--- src/rtl/instr_encoder.sv ---
// Instruction encoder: accepts decoded instruction fields, builds a 32-bit word
// and writes it sequentially into a 64-word instruction memory.
module instr_encoder (
  input  logic        clk,
  input  logic        reset,
  input  logic        in_valid,
  output logic        in_ready,
  input  logic [1:0]  op_class,
  input  logic [2:0]  alu_op,
  input  logic [3:0]  cond,
  input  logic        imm,
  input  logic        s_bit,
  input  logic        ld,
  input  logic [3:0]  rn,
  input  logic [3:0]  rd,
  input  logic [11:0] src2,
  input  logic [23:0] br_off,
  input  logic        flush,
  output logic        imem_we,
  output logic [5:0]  imem_addr,
  output logic [31:0] imem_wdata,
  output logic [6:0]  count,
  output logic        err,
  output logic        full
);

  // state | meaning
  // IDLE  | waiting for a request, flush accepted
  // ENC   | fields registered, word being built
  // WRITE | one-cycle memory write of the built word
  // FULL  | address 63 written, only flush leaves
  typedef enum logic [1:0] {IDLE, ENC, WRITE, FULL} state_t;

  state_t      state_q, state_d;
  logic [1:0]  op_class_q;
  logic [2:0]  alu_op_q;
  logic [3:0]  cond_q, rn_q, rd_q;
  logic        imm_q, s_bit_q, ld_q;
  logic [11:0] src2_q;
  logic [23:0] br_off_q;
  logic [31:0] word_q, word_d;
  logic [5:0]  ptr_q, ptr_d;
  logic [6:0]  count_q, count_d;
  logic        err_q, err_d;

  logic        transfer;
  logic        illegal;
  logic [3:0]  cmd;
  logic [3:0]  rn_eff;
  logic [31:0] enc_word;

  assign in_ready = (state_q == IDLE) & ~flush;
  assign transfer = in_valid & in_ready;

  always_comb begin
    cmd = 4'b0000;
    case (alu_op_q)
      3'b000:  cmd = 4'b0100;
      3'b001:  cmd = 4'b0010;
      3'b010:  cmd = 4'b0000;
      3'b011:  cmd = 4'b1100;
      3'b101:  cmd = 4'b0001;
      3'b110:  cmd = 4'b1111;
      default: cmd = 4'b0000;
    endcase
  end

  // mvn has no first operand; its rn field is encoded as zero
  assign rn_eff  = (alu_op_q == 3'b110) ? 4'b0000 : rn_q;
  assign illegal = (op_class_q == 2'b11) |
                   ((op_class_q == 2'b00) & ((alu_op_q == 3'b100) | (alu_op_q == 3'b111)));

  always_comb begin
    enc_word = 32'h0;
    case (op_class_q)
      2'b00:   enc_word = {cond_q, 2'b00, imm_q, cmd, s_bit_q, rn_eff, rd_q, src2_q};
      2'b01:   enc_word = {cond_q, 2'b01, 5'b01100, ld_q, rn_q, rd_q, src2_q};
      2'b10:   enc_word = {cond_q, 2'b10, 2'b10, br_off_q};
      default: enc_word = 32'h0;
    endcase
  end

  always_comb begin
    state_d = state_q;
    word_d  = word_q;
    ptr_d   = ptr_q;
    count_d = count_q;
    err_d   = err_q;
    case (state_q)
      IDLE: begin
        if (flush) begin
          ptr_d   = 6'd0;
          count_d = 7'd0;
          err_d   = 1'b0;
        end else if (in_valid) begin
          state_d = ENC;
        end
      end
      ENC: begin
        if (illegal) begin
          err_d   = 1'b1;
          state_d = IDLE;
        end else begin
          word_d  = enc_word;
          state_d = WRITE;
        end
      end
      WRITE: begin
        count_d = (count_q == 7'd64) ? count_q : count_q + 7'd1;
        if (ptr_q == 6'd63) begin
          state_d = FULL;
        end else begin
          ptr_d   = ptr_q + 6'd1;
          state_d = IDLE;
        end
      end
      FULL: begin
        if (flush) begin
          ptr_d   = 6'd0;
          count_d = 7'd0;
          err_d   = 1'b0;
          state_d = IDLE;
        end
      end
      default: state_d = IDLE;
    endcase
  end

  always_ff @(posedge clk or posedge reset) begin
    if (reset) begin
      state_q <= IDLE;
      word_q  <= 32'h0;
      ptr_q   <= 6'd0;
      count_q <= 7'd0;
      err_q   <= 1'b0;
    end else begin
      state_q <= state_d;
      word_q  <= word_d;
      ptr_q   <= ptr_d;
      count_q <= count_d;
      err_q   <= err_d;
    end
  end

  always_ff @(posedge clk or posedge reset) begin
    if (reset) begin
      op_class_q <= 2'b00;
      alu_op_q   <= 3'b000;
      cond_q     <= 4'h0;
      imm_q      <= 1'b0;
      s_bit_q    <= 1'b0;
      ld_q       <= 1'b0;
      rn_q       <= 4'h0;
      rd_q       <= 4'h0;
      src2_q     <= 12'h0;
      br_off_q   <= 24'h0;
    end else if (transfer) begin
      op_class_q <= op_class;
      alu_op_q   <= alu_op;
      cond_q     <= cond;
      imm_q      <= imm;
      s_bit_q    <= s_bit;
      ld_q       <= ld;
      rn_q       <= rn;
      rd_q       <= rd;
      src2_q     <= src2;
      br_off_q   <= br_off;
    end
  end

  assign imem_we    = (state_q == WRITE);
  assign imem_addr  = ptr_q;
  assign imem_wdata = word_q;
  assign count      = count_q;
  assign err        = err_q;
  assign full       = (state_q == FULL);

endmodule

--- config.mk ---
export PLATFORM = sky130hd
export DESIGN_NAME = instr_encoder
export DESIGN_NICKNAME = d
export VERILOG_FILES = /design/src/rtl/instr_encoder.sv
export SDC_FILE = /design/constraint.sdc
export NUM_CORES = 1
export LEC_CHECK = 0
export CAP_MARGIN = 15
export CORE_AREA = 2 2 99 101
export CTS_CLUSTER_SIZE = 25
export DETAILED_ROUTE_END_ITERATION = 16
export DIE_AREA = 0 0 101 103
export PLACE_DENSITY_LB_ADDON = 0.05
export SYNTH_ARGS = -nofsm -noshare
export SYNTH_HDL_FRONTEND = slang
export SYNTH_SLANG_ARGS = --single-unit
--- constraint.sdc ---
create_clock -name clk -period 3.4 [get_ports clk]
set_clock_uncertainty 0.15 [all_clocks]
set_input_delay 0.34 -clock clk [delete_from_list [all_inputs] [get_ports clk]]
set_output_delay 0.34 -clock clk [all_outputs]
set_load 0.02 [all_outputs]
After elaboration in Yosys (flattened, before gate mapping)
Cells that the tools add are included.
{ "word_totals": {"out_inout_bits": 49, "in_bits": 60, "elab_cells": 74, "register_bits": 104} }
{ "classes": {"mux": 18, "eq_ne": 21, "bitwise_logic": 7, "addsub": 2, "reduce_logical": 11} }
{ "ops": {"columns": ["operator", "n"], "rows": [
  ["$pmux 32 s3", 1],
  ["$pmux 4 s5", 1],
  ["$mux 7", 2],
  ["$pmux 7 s2", 1],
  ["$eq 3x3->1 const B", 4],
  ["$mux 6", 2],
  ["$ne 2x2->1 const B", 6],
  ["$pmux 6 s2", 1],
  ["$reduce_and 3->1", 4],
  ["$mux 2", 5],
  ["$eq 2x2->1 const B", 4],
  ["$pmux 2 s4", 1],
  ["$add 7x1->7 const B", 1],
  ["$eq 7x7->1 const B", 1],
  ["$add 6x1->6 const B", 1],
  ["$eq 6x6->1 const B", 1],
  ["$eq 2x1->1 const B", 2],
  ["$logic_not 2->1", 2],
  ["$mux 4", 1],
  ["$reduce_bool 2->1", 2],
  ["$and 1x1->1", 3],
  ["$eq 3x1->1 const B", 1],
  ["$eq 3x2->1 const B", 1],
  ["$logic_not 3->1", 1],
  ["other kinds (7)", 10]
]} }

Depth between registers and ports, before layout
Gate-level depths: netlist of the first run.
{ "depth": {"word_depth": 6, "mapped_depth": 7, "mapped_depth_nobuf": 6} }

Worst setup path before layout of the first run
OpenSTA, ideal clock, no wires.
{ "synth_path": {"kind": "reg2reg", "start": "reg state_q[0]", "end": "reg alu_op_q[2]", "setup_time_ps": 125, "setup_slack_ps": 1338, "arrival_ps": 1787, "required_time_ps": 3125, "path_buffers": 2, "synth_period_minus_slack_ps": 2062, "stages_incl_launch_ff": 8, "cell_sequence": "dfrtp_1 -> inv_1 -> ha_1 -> nor2b_1 -> nand2_1 -> buf_2 -> buf_2 -> mux2_2"} }
{ "synth_between": {"elab_chain_len": 3} }
{ "synth_rtl": {"columns": ["element", "line_no", "text"], "rows": [
  ["from (decl)", "34", "state_t state_q, state_d;"],
  ["from (signal assigned)", "137", "state_q <= state_d;"],
  ["$logic_not 2->1", "52", "assign in_ready = (state_q == IDLE) & ~flush;"],
  ["$and 1x1->1", "52", null],
  ["net in_ready", "7", "output logic in_ready,"],
  ["$and 1x1->1", "53", "assign transfer = in_valid & in_ready;"],
  ["to (signal assigned)", "159", "alu_op_q <= alu_op;"],
  ["to (decl)", "36", "logic [2:0] alu_op_q;"]
]} }
The timed path passes the listed nets, and every way through them passes these cells.
A chain may end at the register's enable or synchronous reset.

Worst setup path after layout of the first run
{ "layout_path": {"start": "reg state_q[0]", "end": "reg count_q[5], in the netlist count[5]"} }
{ "layout_between": {"elab_chain_len": 4, "elab_cells_between_ends": 9, "cone_classes": "eq/ne: 4; mux: 1; reduce/logical: 4"} }
{ "layout_rtl": {"columns": ["element", "line_no", "text"], "rows": [
  ["$eq 2x2->1 / $logic_not 2->1 (equally long branches)", "89", "case (state_q)"],
  ["$reduce_or 2->1 (no line)", null, null],
  ["$ne 2x1->1 (no line) / $reduce_bool 2->1 (equally long branches)", null, null],
  ["$reduce_and 3->1 (no line)", null, null],
  ["to (signal assigned)", "140", "count_q <= count_d;"],
  ["to (decl)", "43", "logic [6:0] count_q, count_d;"]
]} }
Parallel ways exist; a longest one is shown, timed or not.

==> impl_metrics.env, run 1 <==
export IMPL_clockBufferDepth=2
export IMPL_finalWeightedCongestion=0.9516
export IMPL_grt_pass1_wl_mm=15.88
export IMPL_grt_antenna_before_repair=0
export IMPL_pin_count=109
export IMPL_regToRegSetupSlack_ps=960
export IMPL_drv_slew=0
export IMPL_die_area_mm2=0.01040
export IMPL_insertion_delay_ps=350
export IMPL_syn_num_nets=435
export IMPL_cts_root_buf="clkbuf_8"
export IMPL_critPathMaxFanout=12
export IMPL_power_frac_comb_pct=44.7
export IMPL_rsz0062_at_grt="false"
export IMPL_die_w_um=101
export IMPL_netlist_area_mm2=0.004553
export IMPL_setup_tns_ps=0
export IMPL_synth_compound_area_share_pct=11.38
export IMPL_critPathLaunch="state_q[0]"
export IMPL_synth_simple_area_share_pct=9.096
export IMPL_netSwitchingFraction_pct=36.93
export IMPL_ant_nets=0
export IMPL_status="completed"
export IMPL_endpoint_kind="flip-flop"
export IMPL_overflow=0
export IMPL_io_buffers=108
export IMPL_p_leak_nw=2.599
export IMPL_n_fill_cell=774
export IMPL_hold_viol=0
export IMPL_htree_levels=3
export IMPL_routedWlPerCell_um=16.37
export IMPL_power_density_mw_per_mm2=902.3
export IMPL_intPower_mw=3.390
export IMPL_place_area_mm2=0.005758
export IMPL_routed_via_count=3256
export IMPL_required_ps=3550
export IMPL_reg2reg_to="count[5]"
export IMPL_drt_pass1_iter_count=5
export IMPL_layout_nets=542
export IMPL_route_met2_wl_mm=4.617
export IMPL_rr_worst_depth=6
export IMPL_synth_xor_area_share_pct=0.5496
export IMPL_fin_area_mm2=0.005957
export IMPL_tightest_slew_ps=851.8
export IMPL_hp_class="in2async"
export IMPL_final_util_pct=62.98
export IMPL_synthArstFlopShare_pct=100.0
export IMPL_wl_mm=9.722
export IMPL_die_h_um=103
export IMPL_worst_r2r_startpoint="state_q[0]"
export IMPL_vias_per_cell=5.481
export IMPL_postCtsHoldBufs=0
export IMPL_seq_area_frac_synth_pct=57.16
export IMPL_slowest_delay_ps=520
export IMPL_drv_cap=0
export IMPL_worstPathArrival_ps=2590
export IMPL_postSynthCellCount=368
export IMPL_start_kind="flip-flop"
export IMPL_fmax_ghz=0.4093
export IMPL_crit_chain="inv_1 > ha_1 > o21bai_1 > a41o_1 > or4_1 > nand3_1"
export IMPL_setup_viol=0
export IMPL_cts_made_buffers=9
export IMPL_syn_avg_cell_area_um2=12.37
export IMPL_synth_mux_area_share_pct=16.41
export IMPL_synth_yosys_warnings=0
export IMPL_core_area_mm2=0.009459
export IMPL_initial_core_util_pct=48.13
export IMPL_power_frac_clock_pct=14.4
export IMPL_clock_sinks=104
export IMPL_clk_pin_slew_ps=100
export IMPL_num_antenna_cells=0
export IMPL_crit_path_top_delay_cell="ha_1"
export IMPL_dp_hpwl_mm=6.815
export IMPL_p_seq_share_pct=40.9
export IMPL_synth_top_family_by_area="multiplexers"
export IMPL_drc=0
export IMPL_ys_seq_elements=104
export IMPL_first_iter_violations=101
export IMPL_grt_usage_pct=19.60
export IMPL_synth_edf_count=0
export IMPL_max_slew_margin_pct=43.00
export IMPL_cts_resized=0
export IMPL_crit_end="count[5]"
export IMPL_ir_drop_v=0.0003992
export IMPL_criticalPathCategory="reg2reg"
export IMPL_wl_met3_um=541
export IMPL_syn2layout_area_growth_pct=30.83
export IMPL_min_period_ps=2443
export IMPL_drt_met1_wl_mm=4.363
export IMPL_switchingPower_mw=1.985
export IMPL_synth_fa_ha_area_share_pct=1.924
export IMPL_grt_pass1_vias=3149
export IMPL_drive_above_1_share_pct=18.13
export IMPL_period_share_pct=71.85
export IMPL_cts_tree="built"
export IMPL_post_cts_buffers=0
export IMPL_synth_flop_cell="dfrtp_1"
export IMPL_ys_types=47
export IMPL_grt_max_degree=57
export IMPL_highest_layer="met4"
export IMPL_rows=36
==> routing by layer <==
layer,vias to the layer above,track usage [%]
met5,-,0
met4,0,6.653
met3,18,5.085
met2,84,30.72
met1,1620,26.81
li1,1534,-
==> metrics by stage <==
step | setup slack (ps) | cells | power, mW | hold WS (ps)
finish | 957.0 | 594 | 5.375 | 256.6
global route | 761.7 | 594 | 5.764 | 312.2
CTS | 943.3 | 594 | 5.427 | 278.1
detailed placement | 1013 | 578 | 4.656 | 326.2
global placement | 1117 | 578 | 4.575 | 314.0
floorplan | 177.8 | 368 | 3.748 | 303.6
==> critical path: cells and delay by family, from the launching register on <==
kind	cells	cell delay, ps
AOI/OAI and AO/OA	2	680
buffers and inverters	1	90
DFF	1	390
adders and majority gates	1	520
and+or+nand+nor	2	560
==> worst min-delay path by stage <==
stage / from / endpoint / slack, ps / cells after the start
2_1_floorplan: rn_q[0] / imem_wdata[16] / 300 / 2
3_3_place_gp: imem_wdata[4] / imem_wdata[4] / 310 / 2
3_5_place_dp: rn_q[0] / imem_wdata[16] / 330 / 2
4_1_cts: reset / count[1] / 280 / 2
5_1_grt: reset / src2_q[11] / 310 / 2
6_report: reset / count[1] / 260 / 2
==> area by class of cell <==
class	instances	area, um2	share of cell area, %
clock inverter	4	53.80	0.9032
timing repair buffer	114	1151	19.32
clock buffer	12	145.1	2.436
multi-input combinational	230	1799	30.20
tap	114	142.6	2.394
sequential	104	2603	43.69
inverter	16	62.56	1.050
==> cells in the mapped netlist, types with 3 or more instances <==
| cell type | number | area share, % |
|---|---|---|
| and3_1 | 9 | 1.2 |
| mux2i_1 | 6 | 1.3 |
| nand2_1 | 31 | 2.6 |
| a221o_1 | 12 | 2.6 |
| and2_1 | 11 | 1.5 |
| clkbuf_1 | 5 | 0.41 |
| mux2_2 | 61 | 15 |
| dfrtp_1 | 104 | 57 |
| nor2_1 | 11 | 0.91 |
| a22o_1 | 4 | 0.77 |
| nand2b_1 | 3 | 0.41 |
| a21oi_1 | 8 | 0.88 |
| inv_1 | 15 | 1.2 |
| buf_2 | 9 | 0.99 |
| ha_1 | 7 | 1.9 |
| nand3_1 | 7 | 0.77 |
| a222oi_1 | 4 | 0.88 |
| o21ai_0 | 23 | 2.5 |
==> registers in the layout (all words and copies together), names as in the netlist <==
signal,count
imem_wdata,32
br_off_q,24
src2_q,12
count,7
imem_addr,6
cond_q,4
rd_q,4
rn_q,4
alu_op_q,3
op_class_q,2
state_q,2
err,1
imm_q,1
ld_q,1
s_bit_q,1
==> kinds of logic after synthesis <==
kind of cell               Yosys count
muxes                               67
and+or+nand+nor                     83
xor gates and xnor gates             2
DFF                                104
adders and majority gates            7
AOI/OAI and AO/OA                   71
buffers and inverters               34
==> layout by cell type (no fill, tap or decap), types with 2 or more instances in the layout <==
| cell type | instances |
|---|---|
| a21o_1 | 2 |
| a21oi_1 | 8 |
| a221o_1 | 12 |
| a222oi_1 | 4 |
| a22o_1 | 4 |
| a31oi_1 | 2 |
| a32oi_1 | 2 |
| and2_1 | 11 |
| and3_1 | 9 |
| buf_12 | 2 |
| buf_4 | 4 |
| clkbuf_1 | 2 |
| clkbuf_8 | 10 |
| clkdlybuf4s50_1 | 108 |
| clkinvlp_4 | 2 |
| dfrtp_1 | 104 |
| ha_1 | 7 |
| inv_1 | 14 |
| mux2_2 | 61 |
| mux2i_1 | 6 |
| nand2_1 | 30 |
| nand2b_1 | 3 |
| nand3_1 | 7 |
| nand3b_1 | 2 |
| nor2_1 | 11 |
| nor2b_1 | 2 |
| o211ai_1 | 2 |
| o21ai_0 | 23 |
| o21bai_1 | 2 |
==> power by group through the flow <==
stage | sequential, mW | clock (mW) | combinational (mW)
5_1_grt | 2.28 | 0.847 | 2.64
4_1_cts | 2.20 | 0.794 | 2.43
3_3_place_gp | 2.21 | 0 | 2.37
2_1_floorplan | 2.36 | 0 | 1.39
3_5_place_dp | 2.22 | 0 | 2.43
6_report | 2.20 | 0.772 | 2.40
Power figures use the tool's default switching activity.
==> run 2, diff against run 1 <==
clock period = 2.44 ns   (was 3.4 ns; I/O delays follow)
==> impl_metrics.env, run 2 (same netlist as run 1, synthesis figures left out) <==
export IMPL_status="completed"
export IMPL_final_cells=598
export IMPL_criticalPathCategory="reg2reg"
export IMPL_critPathLaunch="state_q[0]"
export IMPL_setup_viol=0
export IMPL_endpoint_kind="flip-flop"
export IMPL_clock_sinks=104
export IMPL_die_area_mm2=0.01040
export IMPL_power_frac_comb_pct=45.4
export IMPL_setup_tns_ps=0
export IMPL_grt_max_degree=105
export IMPL_grt_antenna_before_repair=0
export IMPL_grt_pass1_wl_mm=15.80
export IMPL_power_mw=7.577
export IMPL_hp_class="in2async"
export IMPL_netSwitchingFraction_pct=36.99
export IMPL_crit_chain="inv_1 > ha_1 > o21bai_1 > nor2_1 > mux2_2 > a221o_1"
export IMPL_wl_mm=9.879
export IMPL_first_iter_violations=129
export IMPL_drt_pass1_iter_count=4
export IMPL_num_antenna_cells=0
export IMPL_initial_core_util_pct=48.13
export IMPL_drc=0
export IMPL_clk_pin_slew_ps=100
export IMPL_syn2layout_area_growth_pct=31.66
export IMPL_ant_nets=0
export IMPL_reg2reg_to="imem_addr[5]"
export IMPL_place_inst=583
export IMPL_drv_slew=0
export IMPL_rows=36
export IMPL_grt_pass1_vias=3242
export IMPL_required_ps=2560
export IMPL_vias_per_cell=5.458
export IMPL_tightest_slew_ps=988.0
export IMPL_htree_levels=3
export IMPL_io_buffers=108
export IMPL_critPathMaxFanout=9
export IMPL_slowest_delay_ps=580
export IMPL_final_cell_mix="clkdlybuf4s50_1, dfrtp_1, mux2_2, nand2_1, o21ai_0"
export IMPL_crit_path_top_delay_cell="o21bai_1"
export IMPL_postCtsHoldBufs=0
export IMPL_start_kind="flip-flop"
export IMPL_insertion_delay_ps=370
export IMPL_p_seq_share_pct=40.4
export IMPL_ir_drop_v=0.0005759
export IMPL_grt_usage_pct=19.85
export IMPL_die_h_um=103
export IMPL_power_density_mw_per_mm2=1264
export IMPL_cts_root_buf="clkbuf_8"
export IMPL_regToRegSetupSlack_ps=190
export IMPL_die_w_um=101
export IMPL_power_frac_clock_pct=14.2
export IMPL_rr_worst_depth=6
export IMPL_largest_reg_flops=32
export IMPL_hold_viol=0
export IMPL_core_area_mm2=0.009459
export IMPL_fmax_ghz=0.4437
export IMPL_layout_nets=547
export IMPL_intPower_mw=4.774
export IMPL_worstPathArrival_ps=2370
export IMPL_final_common_cell="clkdlybuf4s50_1"
export IMPL_switchingPower_mw=2.803
export IMPL_finalWeightedCongestion=0.7549
export IMPL_routedWlPerCell_um=16.52
export IMPL_min_period_ps=2254
export IMPL_max_slew_margin_pct=33.77
export IMPL_worst_r2r_startpoint="state_q[0]"
export IMPL_period_share_pct=92.37
export IMPL_cts_made_buffers=9
export IMPL_cts_tree="built"
export IMPL_n_fill_cell=751
export IMPL_dp_hpwl_mm=6.691
export IMPL_drive_above_1_share_pct=19.21
export IMPL_overflow=0
export IMPL_final_util_pct=63.37
export IMPL_rsz0062_at_grt="false"
export IMPL_p_leak_nw=2.641
export IMPL_pin_count=109
export IMPL_drv_cap=0
export IMPL_routed_via_count=3264
export IMPL_clockBufferDepth=2
-- run 2: power by group through the flow --
stage / clock network, mW / registers [mW] / logic [mW]
floorplan: 0 / 3.29 / 1.93
global placement: 0 / 3.06 / 3.38
detailed placement: 0 / 3.10 / 3.47
CTS: 1.11 / 3.07 / 3.47
global route: 1.18 / 3.18 / 3.77
finish: 1.08 / 3.06 / 3.44
-- run 2: how the worst max path moves through the flow --
| stage | cells past startpoint | endpoint | slack, ps |
|---|---|---|---|
| floorplan | 7 | alu_op_q[2] | 380 |
| global placement | 5 | imem_addr[5] | 250 |
| detailed placement | 6 | imem_wdata[14] | 210 |
| CTS | 4 | in_ready | 70 |
| global route | 6 | imem_wdata[11] | 40 |
| finish | 6 | imem_addr[5] | 190 |
-- run 2: area by class of cell --
class	count	area (um2)	area share (%)
repair buffers	119	1191	19.87
multi-input cells	230	1799	30.01
clock buffers	10	137.6	2.296
clock inverters	5	57.56	0.9601
well taps	114	142.6	2.379
inverters	16	63.81	1.064
flip-flops and latches	104	2603	43.41
-- run 2: metrics by stage --
| stage | area (um2) | hold WS [ps] | worst slack (ps) |
|---|---|---|---|
| after floorplan | 4557 | 244.5 | 378.2 |
| after global placement | 5797 | 310.4 | 249.2 |
| after detailed placement | 5797 | 326.4 | 208.0 |
| after CTS | 5992 | 255.6 | 68.97 |
| after global routing | 5995 | 285.7 | 38.06 |
| final | 5995 | 186.6 | 186.2 |
-- run 2: metal layers --
metal	track usage, %	part of all wire [%]	wire [um]	vias up
li1	-	-	-	1538
met2	30.87	48	4728	92
met3	6.983	6.5	644	15
met5	0	0	0	-
met4	7.900	1.6	162	0
met1	25.65	44	4344	1619
-- run 2: repair_timing --
action / 4_1_cts / 5_1_grt
hold endpoints to repair: 0 / 0
setup endpoints to repair: 0 / 1
setup buffers: 0 / 0
resized for setup: 0 / 1
-- run 2: worst max-delay path: cells and delay by family (launching register included) --
family	cells	cell delay (ps)
flip-flops	1	390
AND/OR/NAND/NOR	1	70
buffers and inverters	1	90
multiplexers	1	280
AO/OA/AOI/OAI	2	870
adder cells (fa/ha/maj)	1	320
==> run 3, diff against run 2 <==
CAP_MARGIN = unset   (was 15)
==> results of run 3 <==
Same layout as run 2: the final DEF is identical, and so are final timing and power.
